===== config.mk =====
export PLATFORM = sky130hd
export DESIGN_NAME = mapa_embarcacoes_mem
export DESIGN_NICKNAME = d
export VERILOG_FILES = /design/src/rtl/batalha_pkg.sv /design/src/rtl/mapa_embarcacoes_banco.sv /design/src/rtl/mapa_embarcacoes_mem.sv
export SDC_FILE = /design/constraint.sdc
export NUM_CORES = 2
export LEC_CHECK = 0
export BUFFER_PORTS_ARGS = -buffer_cell sky130_fd_sc_hd__buf_2
export CAP_MARGIN = 20
export CORE_ASPECT_RATIO = 0.8
export CORE_MARGIN = 2
export CORE_UTILIZATION = 45
export DETAILED_ROUTE_END_ITERATION = 7
export GPL_TIMING_DRIVEN = 0
export PLACE_DENSITY = 0.72
export SYNTH_ARGS = -nofsm -noshare
export SYNTH_HDL_FRONTEND = slang
export SYNTH_SLANG_ARGS = --single-unit

===== constraint.sdc =====
create_clock -name clk -period 10.3 [get_ports clk]
set_clock_uncertainty 0.05 [all_clocks]
set_input_delay 2.06 -clock clk [delete_from_list [all_inputs] [get_ports clk]]
set_output_delay 2.06 -clock clk [all_outputs]
set_load 0.02 [all_outputs]

===== src/rtl/batalha_pkg.sv =====
// -----------------------------------------------------------------------------
// batalha_pkg
//  Constants shared by the ship-position store and its clients:
//   - NUM_EMB / WORD_W / NUM_WORDS geometry of the ship-mask store
//   - ship index constants (row of the store inside one player's bank)
//   - FSM state encoding of the store (LIMPANDO, OCIOSO)
//   - indice(): flat word index = jogador*NUM_EMB + addr
// -----------------------------------------------------------------------------
package batalha_pkg;

  localparam int NUM_EMB   = 11;
  localparam int WORD_W    = 64;
  localparam int NUM_WORDS = 2 * NUM_EMB;
  localparam int IDX_W     = 5;

  // Ship index constants
  localparam logic [IDX_W-1:0] SUBMARINO_UM    = 5'd0;
  localparam logic [IDX_W-1:0] SUBMARINO_DOIS  = 5'd1;
  localparam logic [IDX_W-1:0] SUBMARINO_TRES  = 5'd2;
  localparam logic [IDX_W-1:0] SUBMARINO_QUATRO = 5'd3;
  localparam logic [IDX_W-1:0] SUBMARINO_CINCO = 5'd4;
  localparam logic [IDX_W-1:0] CRUZADOR_UM     = 5'd5;
  localparam logic [IDX_W-1:0] CRUZADOR_DOIS   = 5'd6;
  localparam logic [IDX_W-1:0] HIDROAVIAO_UM   = 5'd7;
  localparam logic [IDX_W-1:0] HIDROAVIAO_DOIS = 5'd8;
  localparam logic [IDX_W-1:0] ENCOURACADO     = 5'd9;
  localparam logic [IDX_W-1:0] PORTA_AVIOES    = 5'd10;

  // FSM state encoding
  localparam logic [0:0] LIMPANDO = 1'b0;
  localparam logic [0:0] OCIOSO   = 1'b1;

  // Flat word index; only meaningful when a < NUM_EMB.
  function automatic logic [IDX_W-1:0] indice(input logic jog, input logic [IDX_W-1:0] a);
    return jog ? (a + IDX_W'(NUM_EMB)) : a;
  endfunction

endpackage


===== src/rtl/mapa_embarcacoes_banco.sv =====
// -----------------------------------------------------------------------------
// mapa_embarcacoes_banco
//  Flop array of NUM_WORDS x WORD_W with one write port and one registered
//  read port. Read-first: a read and write to the same word on the same edge
//  returns the old contents. No reset on the array; the owner clears it with
//  a sweep and masks reads until the sweep is done.
// Ports
//  clk    in   1       clock
//  we     in   1       write enable
//  waddr  in   IDX_W   write word index (< NUM_WORDS)
//  wdata  in   WORD_W  write data
//  raddr  in   IDX_W   read word index (< NUM_WORDS)
//  rdata  out  WORD_W  registered read data
// -----------------------------------------------------------------------------
module mapa_embarcacoes_banco
  import batalha_pkg::*;
(
  input  logic              clk,
  input  logic              we,
  input  logic [IDX_W-1:0]  waddr,
  input  logic [WORD_W-1:0] wdata,
  input  logic [IDX_W-1:0]  raddr,
  output logic [WORD_W-1:0] rdata
);

  logic [WORD_W-1:0] mem_q [NUM_WORDS];
  logic [WORD_W-1:0] rdata_q;

  always_ff @(posedge clk) begin
    if (we) begin
      mem_q[waddr] <= wdata;
    end
    rdata_q <= mem_q[raddr];
  end

  assign rdata = rdata_q;

endmodule


===== src/rtl/mapa_embarcacoes_mem.sv =====
// -----------------------------------------------------------------------------
// mapa_embarcacoes_mem
//  Ship-position store for the VGA compositor: one WORD_W board mask per ship
//  (NUM_EMB ships) for each of 2 players. Registered read port for the VGA
//  sweep, valid/ready write port for the piece-positioning logic, and a
//  self-clearing sweep after reset or on a limpar request.
//  Build option: VGA_MEM_BYPASS_EN -> same-index same-cycle read returns the
//  data being written (write-first); otherwise read-first.
// Ports
//  clk           in   1        system clock
//  resetGeral    in   1        asynchronous active-high reset
//  jogadorVGA    in   1        read player select
//  addr          in   5        read ship index
//  data_memoria  out  WORD_W   registered read data
//  wr_valid      in   1        write request
//  wr_ready      out  1        write accept (combinational)
//  wr_jogador    in   1        write player select
//  wr_addr       in   5        write ship index
//  wr_data       in   WORD_W   ship mask to store
//  wr_erro       out  1        1-cycle pulse: accepted write with wr_addr >= NUM_EMB
//  limpar        in   1        clear request (level)
//  limpando      out  1        clear sweep in progress
//  ocupacao_j0   out  NUM_EMB  bit i set iff player-0 word i is nonzero
//  ocupacao_j1   out  NUM_EMB  bit i set iff player-1 word i is nonzero
// -----------------------------------------------------------------------------
module mapa_embarcacoes_mem
  import batalha_pkg::*;
(
  input  logic               clk,
  input  logic               resetGeral,
  input  logic               jogadorVGA,
  input  logic [4:0]         addr,
  output logic [WORD_W-1:0]  data_memoria,
  input  logic               wr_valid,
  output logic               wr_ready,
  input  logic               wr_jogador,
  input  logic [4:0]         wr_addr,
  input  logic [WORD_W-1:0]  wr_data,
  output logic               wr_erro,
  input  logic               limpar,
  output logic               limpando,
  output logic [NUM_EMB-1:0] ocupacao_j0,
  output logic [NUM_EMB-1:0] ocupacao_j1
);

  logic [0:0]           state_q, state_d;
  logic [IDX_W-1:0]     ptr_q, ptr_d;
  logic                 wr_erro_q, wr_erro_d;
  logic [NUM_WORDS-1:0] ocup_q, ocup_d;
  logic                 zero_q, zero_d;   // force read data to 0 this cycle

  logic                 wr_acc, wr_addr_ok, rd_ok;
  logic [IDX_W-1:0]     wr_idx, rd_idx;
  logic                 bank_we;
  logic [IDX_W-1:0]     bank_waddr;
  logic [WORD_W-1:0]    bank_wdata, bank_rdata;

  assign wr_ready   = (state_q == OCIOSO) && !limpar;
  assign wr_acc     = wr_valid && wr_ready;
  assign wr_addr_ok = wr_addr < IDX_W'(NUM_EMB);
  assign wr_idx     = indice(wr_jogador, wr_addr);
  assign rd_ok      = addr < IDX_W'(NUM_EMB);
  // Out-of-range read addresses are parked on word 0 and masked to zero.
  assign rd_idx     = rd_ok ? indice(jogadorVGA, addr) : '0;

  always_comb begin
    state_d    = state_q;
    ptr_d      = ptr_q;
    ocup_d     = ocup_q;
    wr_erro_d  = 1'b0;
    bank_we    = 1'b0;
    bank_waddr = wr_idx;
    bank_wdata = wr_data;
    case (state_q)
      LIMPANDO: begin
        // One word zeroed per cycle; limpar has no effect until the sweep ends.
        bank_we    = 1'b1;
        bank_waddr = ptr_q;
        bank_wdata = '0;
        ocup_d     = '0;
        if (ptr_q == IDX_W'(NUM_WORDS - 1)) begin
          state_d = OCIOSO;
          ptr_d   = '0;
        end else begin
          ptr_d = ptr_q + 1'b1;
        end
      end
      OCIOSO: begin
        if (limpar) begin
          state_d = LIMPANDO;
          ptr_d   = '0;
          ocup_d  = '0;
        end else if (wr_acc) begin
          if (wr_addr_ok) begin
            bank_we        = 1'b1;
            ocup_d[wr_idx] = |wr_data;
          end else begin
            wr_erro_d = 1'b1;
          end
        end
      end
      default: begin
        state_d = LIMPANDO;
        ptr_d   = '0;
      end
    endcase
  end

  assign zero_d = (state_q == LIMPANDO) || !rd_ok;

  always_ff @(posedge clk or posedge resetGeral) begin
    if (resetGeral) begin
      state_q   <= LIMPANDO;
      ptr_q     <= '0;
      wr_erro_q <= 1'b0;
      ocup_q    <= '0;
      zero_q    <= 1'b1;
    end else begin
      state_q   <= state_d;
      ptr_q     <= ptr_d;
      wr_erro_q <= wr_erro_d;
      ocup_q    <= ocup_d;
      zero_q    <= zero_d;
    end
  end

  mapa_embarcacoes_banco u_banco (
    .clk   (clk),
    .we    (bank_we),
    .waddr (bank_waddr),
    .wdata (bank_wdata),
    .raddr (rd_idx),
    .rdata (bank_rdata)
  );

`ifdef VGA_MEM_BYPASS_EN
  // Write-first: remember that this cycle's read hit the word being written.
  logic              byp_q;
  logic [WORD_W-1:0] byp_data_q;

  always_ff @(posedge clk or posedge resetGeral) begin
    if (resetGeral) begin
      byp_q      <= 1'b0;
      byp_data_q <= '0;
    end else begin
      byp_q      <= wr_acc && wr_addr_ok && rd_ok && (wr_idx == rd_idx);
      byp_data_q <= wr_data;
    end
  end

  assign data_memoria = zero_q ? '0 : (byp_q ? byp_data_q : bank_rdata);
`else
  assign data_memoria = zero_q ? '0 : bank_rdata;
`endif

  assign wr_erro     = wr_erro_q;
  assign limpando    = (state_q == LIMPANDO);
  assign ocupacao_j0 = ocup_q[NUM_EMB-1:0];
  assign ocupacao_j1 = ocup_q[NUM_WORDS-1:NUM_EMB];

endmodule


==> summary.txt <==
Run status
  • Status: completed

Logic synthesis
  • Syn Inst Count: about 4,400
  • Top cells by area, synth: edfxtp_1 (67%), a221oi_1 (4.0%), mux2i_1 (2.5%)
  • Dominant synthesized flop cell: edfxtp_1
  • Syn Std Cell Area: 62,650 µm²
  • EDFF count, synth: around 1,400
  • FFs w/ async S/R, synth: 1.997%
  • Netlist cell types: ~70
  • #FFs+latches synth: roughly 1,500
  • Syn_nets: ~4,400
  • Post-synthesis sequential area ratio: between 70% and 80%
  • Top cell type by total area after synthesis: edfxtp_1
  • Avg Inst Size Synth: roughly 14 µm²
  • YS warnings: 0
  • Share of the synthesized area in the top cell type: ~67%

Critical path
  • WP buf/inv: 8
  • Worst-path cell chain: buf_4, buf_2, inv_2, buf_2, buf_1, ha_1, nor2b_1, buf_2, clkbuf_1, clkbuf_1, a221oi_1, nor2_1, a2111oi_0, o31a_1, a21oi_1
  • Crit-path leading delay family: buffers and inverters
  • Worst r2r path cells: 7
  • CP dominant cell by count: buf_2
  • Slowest CP cell: clkbuf_1
  • Crit start category: input pin
  • CP max FO: 10
  • CP Depth: 15
  • CP peak stage delay: 650 ps
  • Nature of the critical path endpoint: flip-flop
  • CP Data Required Time: roughly 11,000 ps
  • Setup Crit Path Kind: in2reg
  • CP arrival: a little under 7000 ps

Power and ir drop
  • Power density over the cells: about 230 nW/µm²
  • Leakage power: ~24 nW
  • VDD IR max: approximately 0.00021 V

Placement
  • DP HPWL: between 100 and 150 mm
  • GP Congestion: 0.9332
  • Input/output buffers: about 170

Global route
  • Largest net degree at the start of global routing: 30
  • Global-route usage over all layers: approximately 28%
  • First-pass GRT wire length: 292.0 mm
  • Initial antenna violation count: 14
  • Vias in the first global route: between 40,000 and 50,000
  • Gr ovfl total: 0

Detailed routing
  • 1st-iter DRT viols: just under 8,000
  • DRC violations left: 0
  • Vias per std cell: around 6.5
  • Final WL: roughly 210 mm
  • Wire per inst: just over 30 µm
  • Post-route ant nets: 0
  • Via Count: around 44,000
  • Initial DRT Pass Iterations: 8

Clocking
  • Worst-Skew Late Latency: around 800 ps
  • Clock buffer count from CTS: roughly 150
  • Clk root buf: clkbuf_16
  • Clk sinks: 1,502
  • CTS tree: yes
  • Max clock buf depth: 3
  • Worst-path clk slew: 60 ps
  • Cts repair resizes: 0
  • Setup bufs post-CTS: 0
  • H-tree depth: 4
  • Post-CTS Hold Fix Bufs: 0

Floorplanning
  • Die Area: approximately 140,000 µm²
  • Die Height: about 340 µm
  • Effective utilization at floorplan: roughly 45%
  • Die Span X: roughly 420 µm
  • Rows: approximately 120
  • Core Area: ~140,000 µm²
  • Io pins: about 170

STA
  • Post-route minimum period: ~6300 ps
  • Unrepaired setup endpoints after global routing: no
  • Tcrit/Tclk final: roughly three fifths
  • Hold Slack: ~470 ps
  • Worst relative slew slack: between 20% and 30%
  • Final TNS setup: 0 ps
  • Max-slew violation count: 0
  • Fin. Hold Viols: 0
  • Worst-margin pin slew: between 1000 and 1500 ps
  • # setup viols final: 0
  • FMAX: 157.9 MHz

Finish
  • Post-layout util: roughly 52%
  • Multi-input gate area: around 17,000 µm²
  • Share of cells above drive strength 1: 15.16%
  • Synth-to-Final Area Change: 15.25%
  • FF+latch area: 44,310 µm²
  • Fillers: 11,290
  • Final #Nets: 4,828

Min path
  • Worst hold path cell count: 2
  • Worst Hold Class: reg2reg

Flow run
  • Max-Cap Viols: 0
## layout make-up
| class | count | area share (%) |
|---|---|---|
| repair buffers | 229 | 2.987 |
| well taps | 1860 | 3.223 |
| flip-flops and latches | 1502 | 61.37 |
| plain buffers | 362 | 2.253 |
| multi-input cells | 2487 | 23.32 |
| clock buffers | 203 | 5.815 |
| clock inverters | 64 | 0.9271 |
| inverters | 14 | 0.07278 |
| diodes | 10 | 0.03466 |
## report_power, final
part           switching (mW)  internal, mW  total [mW]
Sequential              0.256          7.82        8.08
Clock                    2.37          3.14        5.51
Combinational            2.10         0.851        2.95
## path summary, 6_finish.rpt
kind,startpoint,end,slack (ps)
max,addr[0],u_banco.rdata[54],3970
min in group asynchronous,resetGeral,state_q,1270
min reg2reg,ocup_q[14],ocup_q[14],470
max reg2reg,state_q,u_banco.mem_q[4][15],6610
min,ocup_q[14],ocup_q[14],470
max in group asynchronous,resetGeral,ocup_q[20],8420
## logic make-up (layout without fill, tap and decap cells)
kind of cell	after synthesis	after routing	synth area share [%]
AOI/OAI and AO/OA	1251	1251	13.55
and+or+nand+nor	951	951	7.341
adders and majority gates	4	4	0.07989
buffers and inverters	376	872	2.674
muxes	269	269	5.400
other	0	10	0
DFF	1502	1502	70.73
xor gates and xnor gates	12	12	0.2217
## layer usage
layer | vias up | part of all wire (%) | GRT usage [%]
li1 | 18020 | - | -
met1 | 21590 | 37 | 37.54
met2 | 3591 | 43 | 42.08
met3 | 609 | 14 | 8.736
met4 | 12 | 5.6 | 15.64
met5 | - | 0.037 | 0
## cell usage in the layout, fill, tap and decap left out, types with 12 or more instances in the layout
cell and count:
mux2i_1 158, clkbuf_16 155, o221ai_1 47, buf_1 26, mux2_2 58, and2_1 202, buf_4 24, buf_2 270
nor2b_1 69, buf_12 43, o22ai_1 67, and2_0 14, mux4_2 47, a21oi_1 308, o31a_1 47, a21o_1 52
a31oi_1 48, edfxtp_1 1408, nor2_4 23, nor4_1 15, o21ai_0 247, nand4_1 26, buf_16 13, clkbuf_1 232
nor2_1 121, a2111oi_0 47, clkinv_1 21, a221oi_1 287, a32oi_1 17, inv_1 13, o21bai_1 12, nand2_1 345
dfrtp_1 29, nand3_1 102, clkinv_2 16, dfxtp_1 64, clkbuf_8 14
## worst register-to-register path: cells and delay by family (launching register included)
kind,cells,cell delay (ps)
simple gates,2,1320
flops,1,360
buf+inv,4,1230
compound gates,1,390
## per-stage QoR
stage / instances / cell area [µm²] / setup slack [ps] / total power [mW]
2_1_floorplan: 4365 / 62650 / 3700 / 9.689
3_3_place_gp: 6390 / 65800 / -90.13 / 10.83
3_5_place_dp: 6450 / 67230 / 3449 / 11.03
4_1_cts: 6717 / 72100 / 4245 / 16.41
5_1_grt: 6724 / 72190 / 4016 / 16.92
6_report: 6731 / 72210 / 3968 / 16.53
## Yosys cell counts, types with 12 or more instances
cell type	instances
edfxtp_1	1408
nand2_1	345
a21oi_1	308
a221oi_1	287
o21ai_0	247
and2_1	202
clkbuf_1	201
mux2i_1	158
nor2_1	144
buf_2	105
nand3_1	102
nor2b_1	69
o22ai_1	67
dfxtp_1	64
mux2_2	58
a21o_1	52
a31oi_1	48
a2111oi_0	47
mux4_2	47
o221ai_1	47
o31a_1	47
dfrtp_1	29
buf_1	26
nand4_1	26
buf_4	23
a32oi_1	17
nor4_1	16
and2_0	14
inv_1	13
o21bai_1	12
## flip-flops by register name, indices dropped and copies added (netlist names)
name and cells:
u_banco.mem_q 1408, u_banco.rdata 64, ocup_q 22, ptr_q 5, state_q 1, wr_erro 1
zero_q 1
(Power assumes the default switching activity.)
